### src/rtl/i2c_arbiter_if.sv
// Master-side bus between the arbiter and the shared i2c_top engine.
// The arbiter uses the master modport, the engine the slave modport.
interface i2c_arbiter_if;
    logic       m_en;
    logic [6:0] m_address;
    logic       m_rw;
    logic [7:0] m_data_in;
    logic [3:0] m_N_byte;
    logic [7:0] m_data_out;
    logic       m_byte_done;
    logic       m_busy;

    modport master (
        output m_en,
        output m_address,
        output m_rw,
        output m_data_in,
        output m_N_byte,
        input  m_data_out,
        input  m_byte_done,
        input  m_busy
    );

    modport slave (
        input  m_en,
        input  m_address,
        input  m_rw,
        input  m_data_in,
        input  m_N_byte,
        output m_data_out,
        output m_byte_done,
        output m_busy
    );
endinterface

### src/rtl/i2c_arbiter.sv
// Round-robin arbiter sharing one i2c master between two requesters,
// with byte pacing, read-data return and a progress timeout.
module i2c_arbiter #(
    parameter int TIMEOUT = 50000
) (
    input  logic       clk,
    input  logic       reset,
    input  logic       req0,
    input  logic       req1,
    input  logic [6:0] addr0,
    input  logic [6:0] addr1,
    input  logic       rw0,
    input  logic       rw1,
    input  logic [3:0] nb0,
    input  logic [3:0] nb1,
    input  logic [7:0] wd0,
    input  logic [7:0] wd1,
    output logic       gnt0,
    output logic       gnt1,
    output logic       wd_pop0,
    output logic       wd_pop1,
    output logic [7:0] rdata,
    output logic       rd_vld0,
    output logic       rd_vld1,
    output logic       done0,
    output logic       done1,
    output logic       err0,
    output logic       err1,
    i2c_arbiter_if.master m
);

    typedef enum logic [2:0] {
        IDLE,
        GRANT,
        LAUNCH,
        RUN,
        DRAIN,
        FINISH
    } state_t;

    localparam logic [16:0] TLIM = 17'(TIMEOUT - 1);

    state_t      r_state;
    state_t      w_next;
    logic        r_last;
    logic        r_win;
    logic [6:0]  r_addr;
    logic        r_rw;
    logic [3:0]  r_nb;
    logic [3:0]  r_cnt;
    logic [16:0] r_tcnt;
    logic        r_tout;
    logic [7:0]  r_rdata;
    logic        r_rdv0;
    logic        r_rdv1;
    logic        r_err0;
    logic        r_err1;

    logic        w_req;
    logic        w_own;
    logic        w_bd;
    logic        w_tlim;
    logic        w_last_byte;
    logic [3:0]  w_nb_win;

    assign w_req       = req0 | req1;
    assign w_own       = (r_state != IDLE);
    assign w_bd        = (r_state == RUN) && m.m_byte_done;
    assign w_tlim      = (r_tcnt == TLIM);
    assign w_last_byte = w_bd && ((r_cnt + 4'd1) == r_nb);
    assign w_nb_win    = r_win ? nb1 : nb0;

    always_ff @(posedge clk) begin
        if (reset) r_state <= IDLE;
        else       r_state <= w_next;
    end

    always_comb begin
        w_next      = r_state;
        gnt0        = 1'b0;
        gnt1        = 1'b0;
        wd_pop0     = 1'b0;
        wd_pop1     = 1'b0;
        done0       = 1'b0;
        done1       = 1'b0;
        m.m_en      = 1'b0;
        m.m_data_in = 8'd0;

        unique case (r_state)
            IDLE:   if (w_req) w_next = GRANT;
            GRANT:  w_next = (w_nb_win == 4'd0) ? FINISH : LAUNCH;
            LAUNCH: w_next = RUN;
            RUN: begin
                if (w_last_byte)
                    w_next = DRAIN;
                else if (!m.m_byte_done && w_tlim)
                    w_next = DRAIN;
            end
            DRAIN: begin
                // after a timeout, a second window bounds the wait for m_busy
                if (!m.m_busy)
                    w_next = FINISH;
                else if (!m.m_byte_done && w_tlim && r_tout)
                    w_next = FINISH;
            end
            FINISH: w_next = IDLE;
            default: w_next = IDLE;
        endcase

        gnt0   = w_own & ~r_win;
        gnt1   = w_own &  r_win;
        m.m_en = (r_state == LAUNCH) || (r_state == RUN);
        if (w_own)
            m.m_data_in = r_win ? wd1 : wd0;
        wd_pop0 = w_bd & ~r_rw & ~r_win;
        wd_pop1 = w_bd & ~r_rw &  r_win;
        done0   = (r_state == FINISH) & ~r_tout & ~r_win;
        done1   = (r_state == FINISH) & ~r_tout &  r_win;
    end

    always_ff @(posedge clk) begin
        if (reset) begin
            r_last  <= 1'b1;
            r_win   <= 1'b0;
            r_addr  <= 7'd0;
            r_rw    <= 1'b0;
            r_nb    <= 4'd0;
            r_cnt   <= 4'd0;
            r_tcnt  <= 17'd0;
            r_tout  <= 1'b0;
            r_rdata <= 8'd0;
            r_rdv0  <= 1'b0;
            r_rdv1  <= 1'b0;
            r_err0  <= 1'b0;
            r_err1  <= 1'b0;
        end else begin
            r_rdv0 <= 1'b0;
            r_rdv1 <= 1'b0;
            r_err0 <= 1'b0;
            r_err1 <= 1'b0;
            unique case (r_state)
                IDLE: begin
                    if (w_req)
                        r_win <= (req0 & req1) ? ~r_last : req1;
                end
                GRANT: begin
                    r_addr <= r_win ? addr1 : addr0;
                    r_rw   <= r_win ? rw1 : rw0;
                    r_nb   <= w_nb_win;
                    r_cnt  <= 4'd0;
                    r_tcnt <= 17'd0;
                    r_tout <= 1'b0;
                end
                LAUNCH: r_tcnt <= 17'd0;
                RUN: begin
                    if (m.m_byte_done) begin
                        r_cnt  <= r_cnt + 4'd1;
                        r_tcnt <= 17'd0;
                        if (r_rw) begin
                            r_rdata <= m.m_data_out;
                            r_rdv0  <= ~r_win;
                            r_rdv1  <= r_win;
                        end
                    end else if (w_tlim) begin
                        r_tcnt <= 17'd0;
                        r_tout <= 1'b1;
                        r_err0 <= ~r_win;
                        r_err1 <= r_win;
                    end else begin
                        r_tcnt <= r_tcnt + 17'd1;
                    end
                end
                DRAIN: begin
                    if (m.m_byte_done) begin
                        r_tcnt <= 17'd0;
                    end else if (w_tlim && m.m_busy && !r_tout) begin
                        r_tcnt <= 17'd0;
                        r_tout <= 1'b1;
                        r_err0 <= ~r_win;
                        r_err1 <= r_win;
                    end else begin
                        r_tcnt <= r_tcnt + 17'd1;
                    end
                end
                FINISH: r_last <= r_win;
                default: ;
            endcase
        end
    end

    assign rdata       = r_rdata;
    assign rd_vld0     = r_rdv0;
    assign rd_vld1     = r_rdv1;
    assign err0        = r_err0;
    assign err1        = r_err1;
    assign m.m_address = r_addr;
    assign m.m_rw      = r_rw;
    assign m.m_N_byte  = r_nb;

endmodule

### src/flat_wrapper.sv
// flat-port wrapper written by rule: the top's interface ports become plain ports
module i2c_arbiter_flat 
#(
    parameter int TIMEOUT = 50000
)
  (clk, reset, req0, req1, addr0, addr1, rw0, rw1, nb0, nb1, wd0, wd1, gnt0, gnt1, wd_pop0, wd_pop1, rdata, rd_vld0, rd_vld1, done0, done1, err0, err1, m_m_en, m_m_address, m_m_rw, m_m_data_in, m_m_N_byte, m_m_data_out, m_m_byte_done, m_m_busy);
  i2c_arbiter_if m_i ();
  input  logic clk;
  input  logic reset;
  input  logic req0;
  input  logic req1;
  input  logic [6:0] addr0;
  input  logic [6:0] addr1;
  input  logic rw0;
  input  logic rw1;
  input  logic [3:0] nb0;
  input  logic [3:0] nb1;
  input  logic [7:0] wd0;
  input  logic [7:0] wd1;
  output logic gnt0;
  output logic gnt1;
  output logic wd_pop0;
  output logic wd_pop1;
  output logic [7:0] rdata;
  output logic rd_vld0;
  output logic rd_vld1;
  output logic done0;
  output logic done1;
  output logic err0;
  output logic err1;
  output wire logic [$bits(m_i.m_en)-1:0] m_m_en;
  output wire logic [$bits(m_i.m_address)-1:0] m_m_address;
  output wire logic [$bits(m_i.m_rw)-1:0] m_m_rw;
  output wire logic [$bits(m_i.m_data_in)-1:0] m_m_data_in;
  output wire logic [$bits(m_i.m_N_byte)-1:0] m_m_N_byte;
  input wire logic [$bits(m_i.m_data_out)-1:0] m_m_data_out;
  input wire logic [$bits(m_i.m_byte_done)-1:0] m_m_byte_done;
  input wire logic [$bits(m_i.m_busy)-1:0] m_m_busy;
  assign m_m_en = m_i.m_en;
  assign m_m_address = m_i.m_address;
  assign m_m_rw = m_i.m_rw;
  assign m_m_data_in = m_i.m_data_in;
  assign m_m_N_byte = m_i.m_N_byte;
  assign m_i.m_data_out = m_m_data_out;
  assign m_i.m_byte_done = m_m_byte_done;
  assign m_i.m_busy = m_m_busy;
  i2c_arbiter #(.TIMEOUT(TIMEOUT)) u_core (.clk(clk), .reset(reset), .req0(req0), .req1(req1), .addr0(addr0), .addr1(addr1), .rw0(rw0), .rw1(rw1), .nb0(nb0), .nb1(nb1), .wd0(wd0), .wd1(wd1), .gnt0(gnt0), .gnt1(gnt1), .wd_pop0(wd_pop0), .wd_pop1(wd_pop1), .rdata(rdata), .rd_vld0(rd_vld0), .rd_vld1(rd_vld1), .done0(done0), .done1(done1), .err0(err0), .err1(err1), .m(m_i));
endmodule
### config.mk
export PLATFORM = sky130hd
export DESIGN_NAME = i2c_arbiter_flat
export DESIGN_NICKNAME = d
export VERILOG_FILES = /design/src/rtl/i2c_arbiter_if.sv /design/src/rtl/i2c_arbiter.sv /design/src/flat_wrapper.sv
export SDC_FILE = /design/constraint.sdc
export NUM_CORES = 1
export LEC_CHECK = 0
export CAP_MARGIN = 5
export CORE_UTILIZATION = 45
export DETAILED_ROUTE_END_ITERATION = 8
export GPL_TIMING_DRIVEN = 0
export PLACE_DENSITY = 0.77
export SLEW_MARGIN = 20
export SYNTH_ARGS = -nofsm -noshare
export SYNTH_HDL_FRONTEND = slang
export SYNTH_SLANG_ARGS = --single-unit
### constraint.sdc
create_clock -name clk -period 2.2 [get_ports clk]
set_input_delay 0.44 -clock clk [delete_from_list [all_inputs] [get_ports clk]]
set_output_delay 0.44 -clock clk [all_outputs]
set_load 0.01 [all_outputs]
==> key figures <==
Die
  – Core ar.: 5610 µm²
  – Die height: 79.0 µm
  – Initial Util: 47.6%
  – Num rows: 27
  – Die area: 6250 µm²
  – Die Span X: 79.0 µm
  – I/O pin cnt: 93

Detailed routing
  – DR iter-0 viols: 97
  – Total number of vias: 2,736
  – Drt pass-1 iters: 4
  – DRC Markers: 0
  – ANT nets after route: 0
  – Avg Vias per Cell: 5.46
  – Wire per inst: 14.7 µm
  – Drt total wl: 7360 µm

Placed design
  – Post-placement cell area: 3670 µm²
  – Input/output buffers: 91
  – Dpl ws: -0.497 ns
  – Detailed placer's ending HPWL: 5490 µm
  – Gpl congestion: 0.901

Setup path
  – Critical Path RT: 1.76 ns
  – WP data arrival: 1.69 ns
  – Startpoint Class: register
  – Worst Setup SP: u_core.r_state[1]
  – FF-to-FF Start: u_core.r_tcnt[0]
  – Worst reg2reg setup slack: 0.12 ns
  – CP Max Fanout: 8
  – R2R cell count: 8
  – Capturing point of the worst reg2reg path: u_core.r_tcnt[14]
  – Critical path class: reg2out
  – Worst setup path endpoint: wd_pop0
  – CP endpoint kind: output pin

Finish
  – Final Instance Area: 3950 µm²
  – Share of post-route cells with drive strength above 1: 11.2%
  – Layout area overhead: 47.9%
  – ANT cells: 0
  – Post-layout nets: 484
  – Fill cell count: 451

Synthesis
  – Syn_area_per_cell: 8.19 µm²
  – Synth area leader: dfxtp_1
  – Number of synthesized flops with an enable pin: 0
  – Synth top area share: 38.2%
  – Post-synth cell types: 53
  – Synth top cells by count: 51 x dfxtp_1, 39 x nor2_1, 28 x a21oi_1, 26 x mux2i_1, 25 x nand2_1
  – Asr flop ratio synth: 0%
  – Post-synthesis cell area: 2670 µm²
  – #FFs+latches synth: 51
  – Gate Count Post-Synth: 326
  – Main synth FF type: dfxtp_1
  – Area contributors post-synth: dfxtp_1 38%, mux2i_1 9.7%, nor2_1 5.5%
  – Sequential area share after synthesis: 38.2%
  – Most frequent cell after synthesis: dfxtp_1
  – Syn Nets: 382
  – YS warnings: 0

CTS
  – H-tree levels: 2
  – Max clock buf depth: 2
  – Worst-path clk slew: 0.10 ns
  – Sink Count: 51
  – CTS tree: yes
  – Root Buffer: clkbuf_8
  – Quantity of hold-fixing buffers added after cts: 0
  – CTS buffer count: 5
  – Worst-Skew Late Latency: 0.31 ns

Global route
  – Congestion Overflow GR: 0
  – Overall Global Routing Usage: 24.9%
  – Antenna violations before repair: 0
  – Number of global-route vias before repair: 2,756
  – Largest net degree at the start of global routing: 17
  – First-pass GRT wire length: 12,400 µm

Timing
  – # setup viols final: 0
  – Slew Limit Headroom: 59.3%
  – Worst slew pin tran: 0.605 ns
  – Fin crit period: 2.13 ns
  – Max Fclk: 469 MHz
  – Final Max Tran Viols: 0
  – Clk_skew: 0.00679 ns
  – Tcrit/Tclk final: 97.0%
  – Final Hold Viols: 0
  – Final WS setup: 0.0657 ns

Power
  – P per Cell Area: 962 nW/µm²
  – Switching share of power: 36.9%
  – Pint: 2.40 mW
  – Comb pwr share: 50.2%
  – Clk pwr share: 18.5%
  – Leakage: 1.40 nW
  – Sw Pwr: 1.40 mW
  – Reg power frac: 31.3%
  – Maximum vdd ir drop: 618 µV

Outcome
  – Outcome: completed

Run
  – Max_cap viols: 0

Min path
  – HP Class: reg2reg
  – Hold Crit Start: u_core.rdata[1]
cell usage in the layout, fill, tap and decap left out, drive strengths merged, types with 2 or more instances in the layout:
cell type and count:
dfxtp 51, ha 2, clkdlybuf4s15 2, nor2 40
clkbuf 19, and2 2, xnor2 5, nand3 21
nor4 8, nand4 4, dlymetal6s2s 5, o21ai 15
buf 12, or3 2, nand3b 5, mux2i 26
nor3b 5, a22o 3, xor2 3, a21oi 28
nand2b 4, a211oi 14, nor3 13, a2111oi 3
nand2 25, inv 11, clkdlybuf4s50 84
what timing repair did:
item                                    4_1_cts  5_1_grt
setup buffers                                 2        2
hold endpoints to repair                      0        0
gates resized for setup                      26       17
gates cloned                                  1        0
endpoints found under the setup margin       14       28
pin swaps                                     2        2
stage by stage:
stage / TNS [ns] / instances / util, % / hold slack [ns] / power [mW]
floorplan: 0 / 326 / - / 0.435 / 2.15
global placement: -2.83 / 489 / 65.5 / 0.442 / 2.86
detailed placement: -3.02 / 489 / 65.5 / 0.449 / 2.89
CTS: 0 / 499 / 69.1 / 0.465 / 3.74
global route: -0.0169 / 501 / 70.4 / 0.488 / 4.03
finish: 0 / 501 / 70.4 / 0.464 / 3.80
registers in the layout (all words and copies together) (netlist names):
| register | count |
|---|---|
| u_core.r_tcnt | 17 |
| u_core.err0 | 1 |
| u_core.m.m_address | 7 |
| u_core.err1 | 1 |
| u_core.r_tout | 1 |
| u_core.r_win | 1 |
| u_core.m.m_N_byte | 4 |
| u_core.rdata | 8 |
| u_core.rd_vld0 | 1 |
| u_core.m.m_rw | 1 |
| u_core.r_last | 1 |
| u_core.r_state | 3 |
| u_core.rd_vld1 | 1 |
| u_core.r_cnt | 4 |
per-layer routing:
layer	global-route usage (%)	up-vias	wire length (µm)
met2	42.8	79	3610
met3	6.44	9	479
li1	-	1379	-
met5	0	-	0
met1	30.2	1269	3180
met4	7.27	0	82
kinds of logic (layout without fill, tap and decap cells):
kind of cell	Yosys count	after routing	synth area share [%]
AOI/OAI and AO/OA	72	72	17.3
xor gates and xnor gates	8	8	2.62
adders and majority gates	2	2	0.937
buffers and inverters	31	134	5.01
DFF	51	51	38.2
muxes	26	26	9.74
and+or+nand+nor	136	136	26.2
power by group through the flow:
stage                     clock [mW]  sequential [mW]  combinational, mW
after detailed placement           0             1.19               1.70
final                          0.701             1.19               1.91
after floorplan                    0             1.21              0.933
after global routing           0.741             1.21               2.08
after CTS                      0.712             1.18               1.84
after global placement             0             1.19               1.68
final cells by class:
class | count | area (µm²) | share of cell area [%]
buffer | 20 | 130 | 3.29
inverter | 10 | 37.5 | 0.950
multi-input combinational | 244 | 1580 | 40.0
clock buffer | 6 | 82.6 | 2.09
clock inverter | 2 | 38.8 | 0.982
sequential | 51 | 1030 | 26.0
tap | 72 | 90.1 | 2.28
timing repair buffer | 96 | 963 | 24.4
worst min path at each step:
stage | to | depth (start not counted)
global placement | u_core.rdata[6] | 2
global route | u_core.r_last | 1
floorplan | u_core.r_last | 1
CTS | u_core.rdata[1] | 2
detailed placement | u_core.rdata[1] | 2
finish | u_core.rdata[1] | 2
critical path: stages, from the launching register on:
cell             delay (ns)
dfxtp_1                0.33
buf_4                  0.17
and2b_2                0.20
and2_4                 0.20
nand2_4                0.08
nor3_2                 0.15
clkdlybuf4s15_2        0.26
Power figures use the tool's default switching activity.
